**src/rtl/mem_arbiter_if.sv**
```systemverilog
// mem_arbiter_if
// Bundles the two requester ports and the shared memory port of mem_arbiter.
//   slave  : arbiter view. Takes requests and memory read data. Drives acks,
//            per-port read data, memory address/data/strobes and busy.
//   master : environment view. Requesters on port 0 (instruction fetch) and
//            port 1 (load/store), plus the memory model that drives mem_out.
// Ports carried:
//   p0_/p1_ req, we, addr[23:0], wdata[31:0]  requester -> arbiter
//   p0_/p1_ ack, rdata[31:0]                  arbiter -> requester
//   mem_dira[23:0], mem_write_data[31:0],
//   mem_memwrite, mem_memread                 arbiter -> memory
//   mem_out[31:0]                             memory -> arbiter
//   busy                                      arbiter status
interface mem_arbiter_if;

  logic        p0_req;
  logic        p0_we;
  logic [23:0] p0_addr;
  logic [31:0] p0_wdata;
  logic        p0_ack;
  logic [31:0] p0_rdata;

  logic        p1_req;
  logic        p1_we;
  logic [23:0] p1_addr;
  logic [31:0] p1_wdata;
  logic        p1_ack;
  logic [31:0] p1_rdata;

  logic [23:0] mem_dira;
  logic [31:0] mem_write_data;
  logic        mem_memwrite;
  logic        mem_memread;
  logic [31:0] mem_out;

  logic        busy;

  modport slave (
    input  p0_req, p0_we, p0_addr, p0_wdata,
    input  p1_req, p1_we, p1_addr, p1_wdata,
    input  mem_out,
    output p0_ack, p0_rdata,
    output p1_ack, p1_rdata,
    output mem_dira, mem_write_data, mem_memwrite, mem_memread,
    output busy
  );

  modport master (
    output p0_req, p0_we, p0_addr, p0_wdata,
    output p1_req, p1_we, p1_addr, p1_wdata,
    output mem_out,
    input  p0_ack, p0_rdata,
    input  p1_ack, p1_rdata,
    input  mem_dira, mem_write_data, mem_memwrite, mem_memread,
    input  busy
  );

endinterface

```
**src/rtl/mem_arbiter.sv**
```systemverilog
// mem_arbiter
// Two-port round-robin arbiter and access sequencer for the shared mem_64M
// memory (24-bit word address, 32-bit data). One transaction at a time:
// IDLE -> ACCESS -> (WAIT for reads) -> DONE -> IDLE. Memory controls are
// held stable for the whole access, each transaction returns a one-cycle ack
// on its port, and read data is registered per port.
// Parameters:
//   READ_LAT : cycles from mem_memread first asserted to mem_out valid (1..4)
//   P1_FIRST : 1 = port 1 wins the first tie after reset, 0 = port 0 does
// Ports:
//   clk   : rising-edge clock
//   rst_n : asynchronous active-low reset
//   bus   : mem_arbiter_if.slave (requester ports, memory port, busy)
module mem_arbiter #(
  parameter int unsigned READ_LAT = 1,
  parameter bit          P1_FIRST = 1'b1
) (
  input  logic         clk,
  input  logic         rst_n,
  mem_arbiter_if.slave bus
);

  typedef enum logic [1:0] {
    IDLE   = 2'd0,
    ACCESS = 2'd1,
    WAIT   = 2'd2,
    DONE   = 2'd3
  } state_t;

  localparam logic [2:0] LAT_INIT = 3'(READ_LAT);

  state_t      state;
  state_t      state_nxt;

  // Latched transaction
  logic        grant;       // 0 = port 0, 1 = port 1
  logic        last_grant;
  logic        we_q;
  logic [23:0] addr_q;
  logic [31:0] wdata_q;
  logic [2:0]  lat_cnt;
  logic [31:0] rdata0_q;
  logic [31:0] rdata1_q;

  // Arbitration
  logic        sel;

  // FSM controls
  logic        load;
  logic        lat_load;
  logic        lat_dec;
  logic        capture;
  logic        memwrite;
  logic        memread;
  logic        ack0;
  logic        ack1;
  logic        busy;

  // A lone requester wins outright; on a tie the port that did not win last
  // time gets the grant.
  assign sel = (bus.p0_req & bus.p1_req) ? ~last_grant : bus.p1_req;

  always_ff @(posedge clk or negedge rst_n) begin
    if (!rst_n) begin
      state <= IDLE;
    end else begin
      state <= state_nxt;
    end
  end

  // Strobes, acks and busy are decoded from state and the latched we only,
  // so the asynchronous state reset takes them low immediately.
  always_comb begin
    state_nxt = state;
    load      = 1'b0;
    lat_load  = 1'b0;
    lat_dec   = 1'b0;
    capture   = 1'b0;
    memwrite  = 1'b0;
    memread   = 1'b0;
    ack0      = 1'b0;
    ack1      = 1'b0;
    busy      = 1'b1;
    unique case (state)
      IDLE: begin
        busy = 1'b0;
        if (bus.p0_req | bus.p1_req) begin
          load      = 1'b1;
          state_nxt = ACCESS;
        end
      end
      ACCESS: begin
        if (we_q) begin
          memwrite  = 1'b1;
          state_nxt = DONE;
        end else begin
          memread   = 1'b1;
          lat_load  = 1'b1;
          state_nxt = WAIT;
        end
      end
      WAIT: begin
        memread = 1'b1;
        lat_dec = 1'b1;
        if (lat_cnt == 3'd1) begin
          capture   = 1'b1;
          state_nxt = DONE;
        end
      end
      DONE: begin
        ack0      = ~grant;
        ack1      = grant;
        state_nxt = IDLE;
      end
      default: begin
        state_nxt = IDLE;
      end
    endcase
  end

  always_ff @(posedge clk or negedge rst_n) begin
    if (!rst_n) begin
      grant      <= 1'b0;
      last_grant <= ~P1_FIRST;
      we_q       <= 1'b0;
      addr_q     <= '0;
      wdata_q    <= '0;
      lat_cnt    <= '0;
      rdata0_q   <= '0;
      rdata1_q   <= '0;
    end else begin
      if (load) begin
        grant      <= sel;
        last_grant <= sel;
        we_q       <= sel ? bus.p1_we    : bus.p0_we;
        addr_q     <= sel ? bus.p1_addr  : bus.p0_addr;
        wdata_q    <= sel ? bus.p1_wdata : bus.p0_wdata;
      end
      if (lat_load) begin
        lat_cnt <= LAT_INIT;
      end else if (lat_dec) begin
        lat_cnt <= lat_cnt - 3'd1;
      end
      if (capture) begin
        if (grant) begin
          rdata1_q <= bus.mem_out;
        end else begin
          rdata0_q <= bus.mem_out;
        end
      end
    end
  end

  assign bus.mem_dira       = addr_q;
  assign bus.mem_write_data = wdata_q;
  assign bus.mem_memwrite   = memwrite;
  assign bus.mem_memread    = memread;
  assign bus.p0_ack         = ack0;
  assign bus.p1_ack         = ack1;
  assign bus.p0_rdata       = rdata0_q;
  assign bus.p1_rdata       = rdata1_q;
  assign bus.busy           = busy;

endmodule

```
**src/flat_wrapper.sv**
```systemverilog
// flat-port wrapper written by rule: the top's interface ports become plain ports
module mem_arbiter_flat 
#(
  parameter int unsigned READ_LAT = 1,
  parameter bit          P1_FIRST = 1'b1
)
  (clk, rst_n, bus_p0_req, bus_p0_we, bus_p0_addr, bus_p0_wdata, bus_p1_req, bus_p1_we, bus_p1_addr, bus_p1_wdata, bus_mem_out, bus_p0_ack, bus_p0_rdata, bus_p1_ack, bus_p1_rdata, bus_mem_dira, bus_mem_write_data, bus_mem_memwrite, bus_mem_memread, bus_busy);
  mem_arbiter_if bus_i ();
  input  logic clk;
  input  logic rst_n;
  input wire logic [$bits(bus_i.p0_req)-1:0] bus_p0_req;
  input wire logic [$bits(bus_i.p0_we)-1:0] bus_p0_we;
  input wire logic [$bits(bus_i.p0_addr)-1:0] bus_p0_addr;
  input wire logic [$bits(bus_i.p0_wdata)-1:0] bus_p0_wdata;
  input wire logic [$bits(bus_i.p1_req)-1:0] bus_p1_req;
  input wire logic [$bits(bus_i.p1_we)-1:0] bus_p1_we;
  input wire logic [$bits(bus_i.p1_addr)-1:0] bus_p1_addr;
  input wire logic [$bits(bus_i.p1_wdata)-1:0] bus_p1_wdata;
  input wire logic [$bits(bus_i.mem_out)-1:0] bus_mem_out;
  output wire logic [$bits(bus_i.p0_ack)-1:0] bus_p0_ack;
  output wire logic [$bits(bus_i.p0_rdata)-1:0] bus_p0_rdata;
  output wire logic [$bits(bus_i.p1_ack)-1:0] bus_p1_ack;
  output wire logic [$bits(bus_i.p1_rdata)-1:0] bus_p1_rdata;
  output wire logic [$bits(bus_i.mem_dira)-1:0] bus_mem_dira;
  output wire logic [$bits(bus_i.mem_write_data)-1:0] bus_mem_write_data;
  output wire logic [$bits(bus_i.mem_memwrite)-1:0] bus_mem_memwrite;
  output wire logic [$bits(bus_i.mem_memread)-1:0] bus_mem_memread;
  output wire logic [$bits(bus_i.busy)-1:0] bus_busy;
  assign bus_i.p0_req = bus_p0_req;
  assign bus_i.p0_we = bus_p0_we;
  assign bus_i.p0_addr = bus_p0_addr;
  assign bus_i.p0_wdata = bus_p0_wdata;
  assign bus_i.p1_req = bus_p1_req;
  assign bus_i.p1_we = bus_p1_we;
  assign bus_i.p1_addr = bus_p1_addr;
  assign bus_i.p1_wdata = bus_p1_wdata;
  assign bus_i.mem_out = bus_mem_out;
  assign bus_p0_ack = bus_i.p0_ack;
  assign bus_p0_rdata = bus_i.p0_rdata;
  assign bus_p1_ack = bus_i.p1_ack;
  assign bus_p1_rdata = bus_i.p1_rdata;
  assign bus_mem_dira = bus_i.mem_dira;
  assign bus_mem_write_data = bus_i.mem_write_data;
  assign bus_mem_memwrite = bus_i.mem_memwrite;
  assign bus_mem_memread = bus_i.mem_memread;
  assign bus_busy = bus_i.busy;
  mem_arbiter #(.READ_LAT(READ_LAT), .P1_FIRST(P1_FIRST)) u_core (.clk(clk), .rst_n(rst_n), .bus(bus_i));
endmodule
```
**config.mk**
```make
export PLATFORM = sky130hd
export DESIGN_NAME = mem_arbiter_flat
export DESIGN_NICKNAME = d
export VERILOG_FILES = /design/src/rtl/mem_arbiter_if.sv /design/src/rtl/mem_arbiter.sv /design/src/flat_wrapper.sv
export SDC_FILE = /design/constraint.sdc
export NUM_CORES = 1
export LEC_CHECK = 0
export ABC_AREA = 1
export BUFFER_PORTS_ARGS = -buffer_cell sky130_fd_sc_hd__buf_4
export CORE_MARGIN = 4
export CORE_UTILIZATION = 50
export CTS_BUF_LIST = sky130_fd_sc_hd__clkbuf_16
export DETAILED_ROUTE_END_ITERATION = 10
export PLACE_DENSITY = 0.86
export SETUP_SLACK_MARGIN = 0.1
export SYNTH_ARGS = -nofsm -noshare
export SYNTH_HDL_FRONTEND = slang
export SYNTH_SLANG_ARGS = --single-unit
```
**constraint.sdc**
```tcl
create_clock -name clk -period 2.8 [get_ports clk]
set_clock_uncertainty 0.15 [all_clocks]
set_input_delay 0.56 -clock clk [delete_from_list [all_inputs] [get_ports clk]]
set_output_delay 0.56 -clock clk [all_outputs]
set_load 0.01 [all_outputs]
```
# Yosys cells after proc, flatten, opt, wreduce, memory -nomap -nowiden
# Cells that the tools add are included.
# W data, S select, Z words.
# classes
n_eq_ne	6
muxes	23
bitwise_logic	3
n_reduce_logical	5
addsub	1
# ops
op	count
$mux W32	1
$mux W24	1
$mux W1	15
$pmux W2 S4	1
$mux W3	2
$reduce_and A2 Y1	3
$eq A2 B2 Y1 const B	2
$mux W2	2
$ne A2 B1 Y1 const B	2
$eq A3 B1 Y1 const B	1
$sub A3 B1 Y3 const B	1
$eq A2 B1 Y1 const B	1
$logic_not A2 Y1	1
$pmux W1 S2	1
$reduce_bool A2 Y1	1
$and A1 B1 Y1	1
$not A1 Y1	1
$or A1 B1 Y1	1
# word_totals
register_bits	127
word_cells	46
out_inout_bits	125
input_bits	150

# Logic depth before layout (Yosys ltp)
# depth
ltp_word	4
ltp_mapped	9
depth_no_buf	8

# Least setup slack after synthesis
# No wires, ideal clock.
# synth_timing
path_type	flip-flop to output port
from	register u_core.state[0]
to	output bus_mem_memread
required_time_ps	2090
path_buffers	1
arrival_time_ps	1082
slack_ps	1008
stages_incl_launch_ff	6
cell_sequence	dfrtp_1 > inv_1 > ha_1 > buf_2 > inv_1 > a21oi_1
# synth_via
elab_chain_len	2
elab_cells_between_ends	3
classes_between	2 x eq/ne; 1 x mux
# synth_rtl
item	line_no	text
start: declaration	mem_arbiter.sv:32	state_t state;
start signal: assignment	mem_arbiter.sv:67	state <= state_nxt;
$eq A2 B2 Y1 or $eq A2 B1 Y1 (tied branches)	mem_arbiter.sv:84	unique case (state)
$pmux W1 S2 *	mem_arbiter.sv:84	
end: declaration	flat_wrapper.sv:27	output wire logic [$bits(bus_i.mem_memread)-1:0] bus_mem_memread;
# Every way passes the cells marked *; elsewhere a longest branch is shown, timed or not.

# Worst setup path in the final report
# layout_timing
from	register u_core.state[1]
to	output bus_mem_memread
# Same word-level chain as after synthesis.

==> impl_metrics.csv <==
group,metric,value,unit
timing,setup_viol,0,
routing,wl,18000,um
synthesis,synth_top_family_by_area,"simple AND/OR/NAND/NOR gates",
pwr,power_leakage,4.86,nW
die,core-area,11000,um^2
clock_network,clk_path_buf_depth,2,
synthesis,ys_top_cells_by_area,"dfrtp_1, nand2_1, o21ai_0",
clock_network,root_buffer,"clkbuf_16",
grt,grt_usage,0.275,
placement,gp_congestion,0.812,
timing,setup_ws,0.382,ns
synthesis,synth-compound-area-share,0.0619,
grt,grt_pass1_vias,5640,
final_layout,final_cell_mix,"nand2_1, buf_4, dfrtp_1",
timing,fmax,414,MHz
pwr,total_power,9.52,mW
final_layout,final_area,8460,um^2
clock_network,clk_pin_slew,0.07,ns
timing,tightest_slew,0.609,ns
worst_setup_path,startpoint_type,"flop",
placement,io_buffers,274,
clock_network,clk_latency,0.40,ns
final_layout,area_delta_synth_final,48.3,%
worst_setup_path,crit_fanout,5,
worst_setup_path,path_cells,"inv_1 -> ha_1 -> inv_1 -> nor2_1 -> inv_1 -> a21oi_1 -> buf_4",
final_layout,antennaDiodeCount,0,
synthesis,syn_avg_cell_area,7.82,um^2
synthesis,synth_cell_type_count,16,
timing,tns,0,ns
timing,slew_headroom,0.594,
worst_setup_path,cp_num_buf_inv,4,
timing,finalMaxSlewViolations,0,
routing,dr.pass1.iters,5,
worst_setup_path,endpoint_kind,"primary output",
clock_network,clkSinkCount,127,
routing,ant_nets,0,
final_layout,final_common_cell,"nand2_1",
synthesis,yosys_warnings,0,
grt,grt_pass1_wl,28500,um
die,dieHeight,115,um
synthesis,ys_seq_area_frac,0.557,
grt,overflow,0,
timing,rsz0062_at_grt,"false",
die,die_area,13200,um^2
clock_network,cts_setup_buffers,0,
pwr,p_per_area,1130,nW/um^2
routing,drc,0,
final_layout,final_nets,1146,
pwr,vdd_ir_drop_max,0.000869,V
synthesis,synth_top_area_share,0.557,
routing,drt_iter0_drc,487,
timing,finalCriticalPeriod,2.42,ns
synthesis,synthMuxAreaShare,0,
die,start_util,0.519,
final_layout,multi_input_area,2160,um^2
worst_setup_path,crit_type,"reg -> out",
synthesis,synth_largest_area_cell,"dfrtp_1",
final_layout,drive_gt1_frac,0.321,
clock_network,numCtsBuffers,17,
job,maxCapViolations,0,
placement,dpl-instance-area,7880,um^2
synthesis,synth_fa_ha_area_frac,0.0132,
clock_network,cts-htree-levels,4,
final_layout,nFillCells,796,
synthesis,synth_nets,885,
worst_setup_path,critPathMaxStageDelay,0.42,ns
synthesis,syn_area,5700,um^2
routing,wl_per_cell,15.8,um
worst_setup_path,crit_slowest_cell,"dfrtp_1",
synthesis,synthSimpleGateAreaFrac,0.301,
worst_hold_path,holdCritPathClass,"in -> reg",
timing,fin_crit_sh,0.864,
worst_setup_path,path_common_cell,"inv_1",
placement,hpwlAfterDp,12900,um
synthesis,synth_xor_area_frac,0,
worst_setup_path,required,2.09,ns
routing,num_vias,5751,
timing,final-hold-violation-count,0,
worst_setup_path,arrival,1.71,ns
clock_network,cts_tree,"built",
routing,routed_via_density,5.03,
synthesis,synth-seq-cells,127,
final_layout,ff_latch_area,3180,um^2
outcome,outcome,"finished clean",
die,die_x,115,um
die,pin_count,275,
grt,grt_max_degree,65,
die,fp-row-count,38,
worst_setup_path,path_delay_family,"flip-flops",
synthesis,synth_cells,729,
grt,antenna_found_initial,0,
placement,dp_slack,0.599,ns
==> worst paths after layout <==
path | cells past startpoint | end | slack, ns | start
setup / recovery | 7 | bus_mem_memread | 0.38 | u_core.state[1]
hold / removal | 3 | u_core.bus.p0_rdata[22] | 0.27 | bus_mem_out[22]
setup reg to reg | 6 | u_core.bus.p1_rdata[0] | 0.59 | u_core.state[0]
hold reg to reg | 2 | u_core.bus.mem_dira[9] | 0.33 | u_core.bus.mem_dira[9]
max in group asynchronous | 3 | u_core.bus.p1_rdata[18] | 1.40 | rst_n
min in group asynchronous | 2 | u_core.bus.mem_dira[15] | 0.48 | rst_n
==> metrics by stage <==
step                hold slack, ns  utilization  instances
finish                       0.268        0.770       1143
CTS                          0.259        0.770       1143
detailed placement           0.316        0.717       1110
floorplan                    0.114            -        729
global placement             0.314        0.717       1110
global route                 0.278        0.770       1143
==> flip-flops by register name (all words and copies together), names as in the netlist <==
signal and count:
u_core.grant 1, u_core.lat_cnt 3, u_core.we_q 1, u_core.bus.p0_rdata 32
u_core.bus.mem_write_data 32, u_core.state 2, u_core.bus.p1_rdata 32, u_core.bus.mem_dira 24
==> final cells by class <==
class | instances | share of cell area
clock buffer | 17 | 0.0503
clock inverter | 15 | 0.0173
inverter | 49 | 0.0217
multi-input combinational | 510 | 0.255
sequential | 127 | 0.376
tap | 140 | 0.0207
timing repair buffer | 285 | 0.259
==> logic make-up after synthesis <==
group | count (synthesis)
AO/OA/AOI/OAI | 70
AND/OR/NAND/NOR | 434
adder cells (fa/ha/maj) | 6
flip-flops | 127
buffers and inverters | 92
==> worst register-to-register path: stages (launching register included) <==
cell	delay [ns]
dfrtp_1	0.43
inv_1	0.12
ha_1	0.32
nand3_2	0.50
buf_4	0.39
nand2_1	0.08
o21ai_0	0.10
==> repair_timing <==
item	CTS	global route
hold endpoints to repair	32	0
resized for setup	0	0
hold buffers	1	0
==> per-layer routing <==
metal,vias to the layer above,wire length [um],GRT usage,part of all wire
li1,2788,-,-,-
met2,226,9190,0.464,0.51
met5,-,0,0,0
met3,39,1450,0.0768,0.081
met1,2698,6800,0.337,0.38
met4,0,566,0.109,0.031
==> synth_stat cells (all sizes together) <==
master	n
inv	49
a211oi	1
o21ai	67
nand2	366
ha	6
buf	23
nand3	62
clkbuf	20
dfrtp	127
a21oi	2
nor2	6
==> power breakdown <==
group          total (mW)  switching [mW]  leakage (nW)  internal [mW]
Sequential           3.32           0.559          1.54           2.76
Combinational        4.09            2.23          3.05           1.86
Clock                2.11           0.936         0.267           1.18
Total                9.52            3.72          4.86           5.80
No activity file was read; power rests on OpenSTA's default activity.
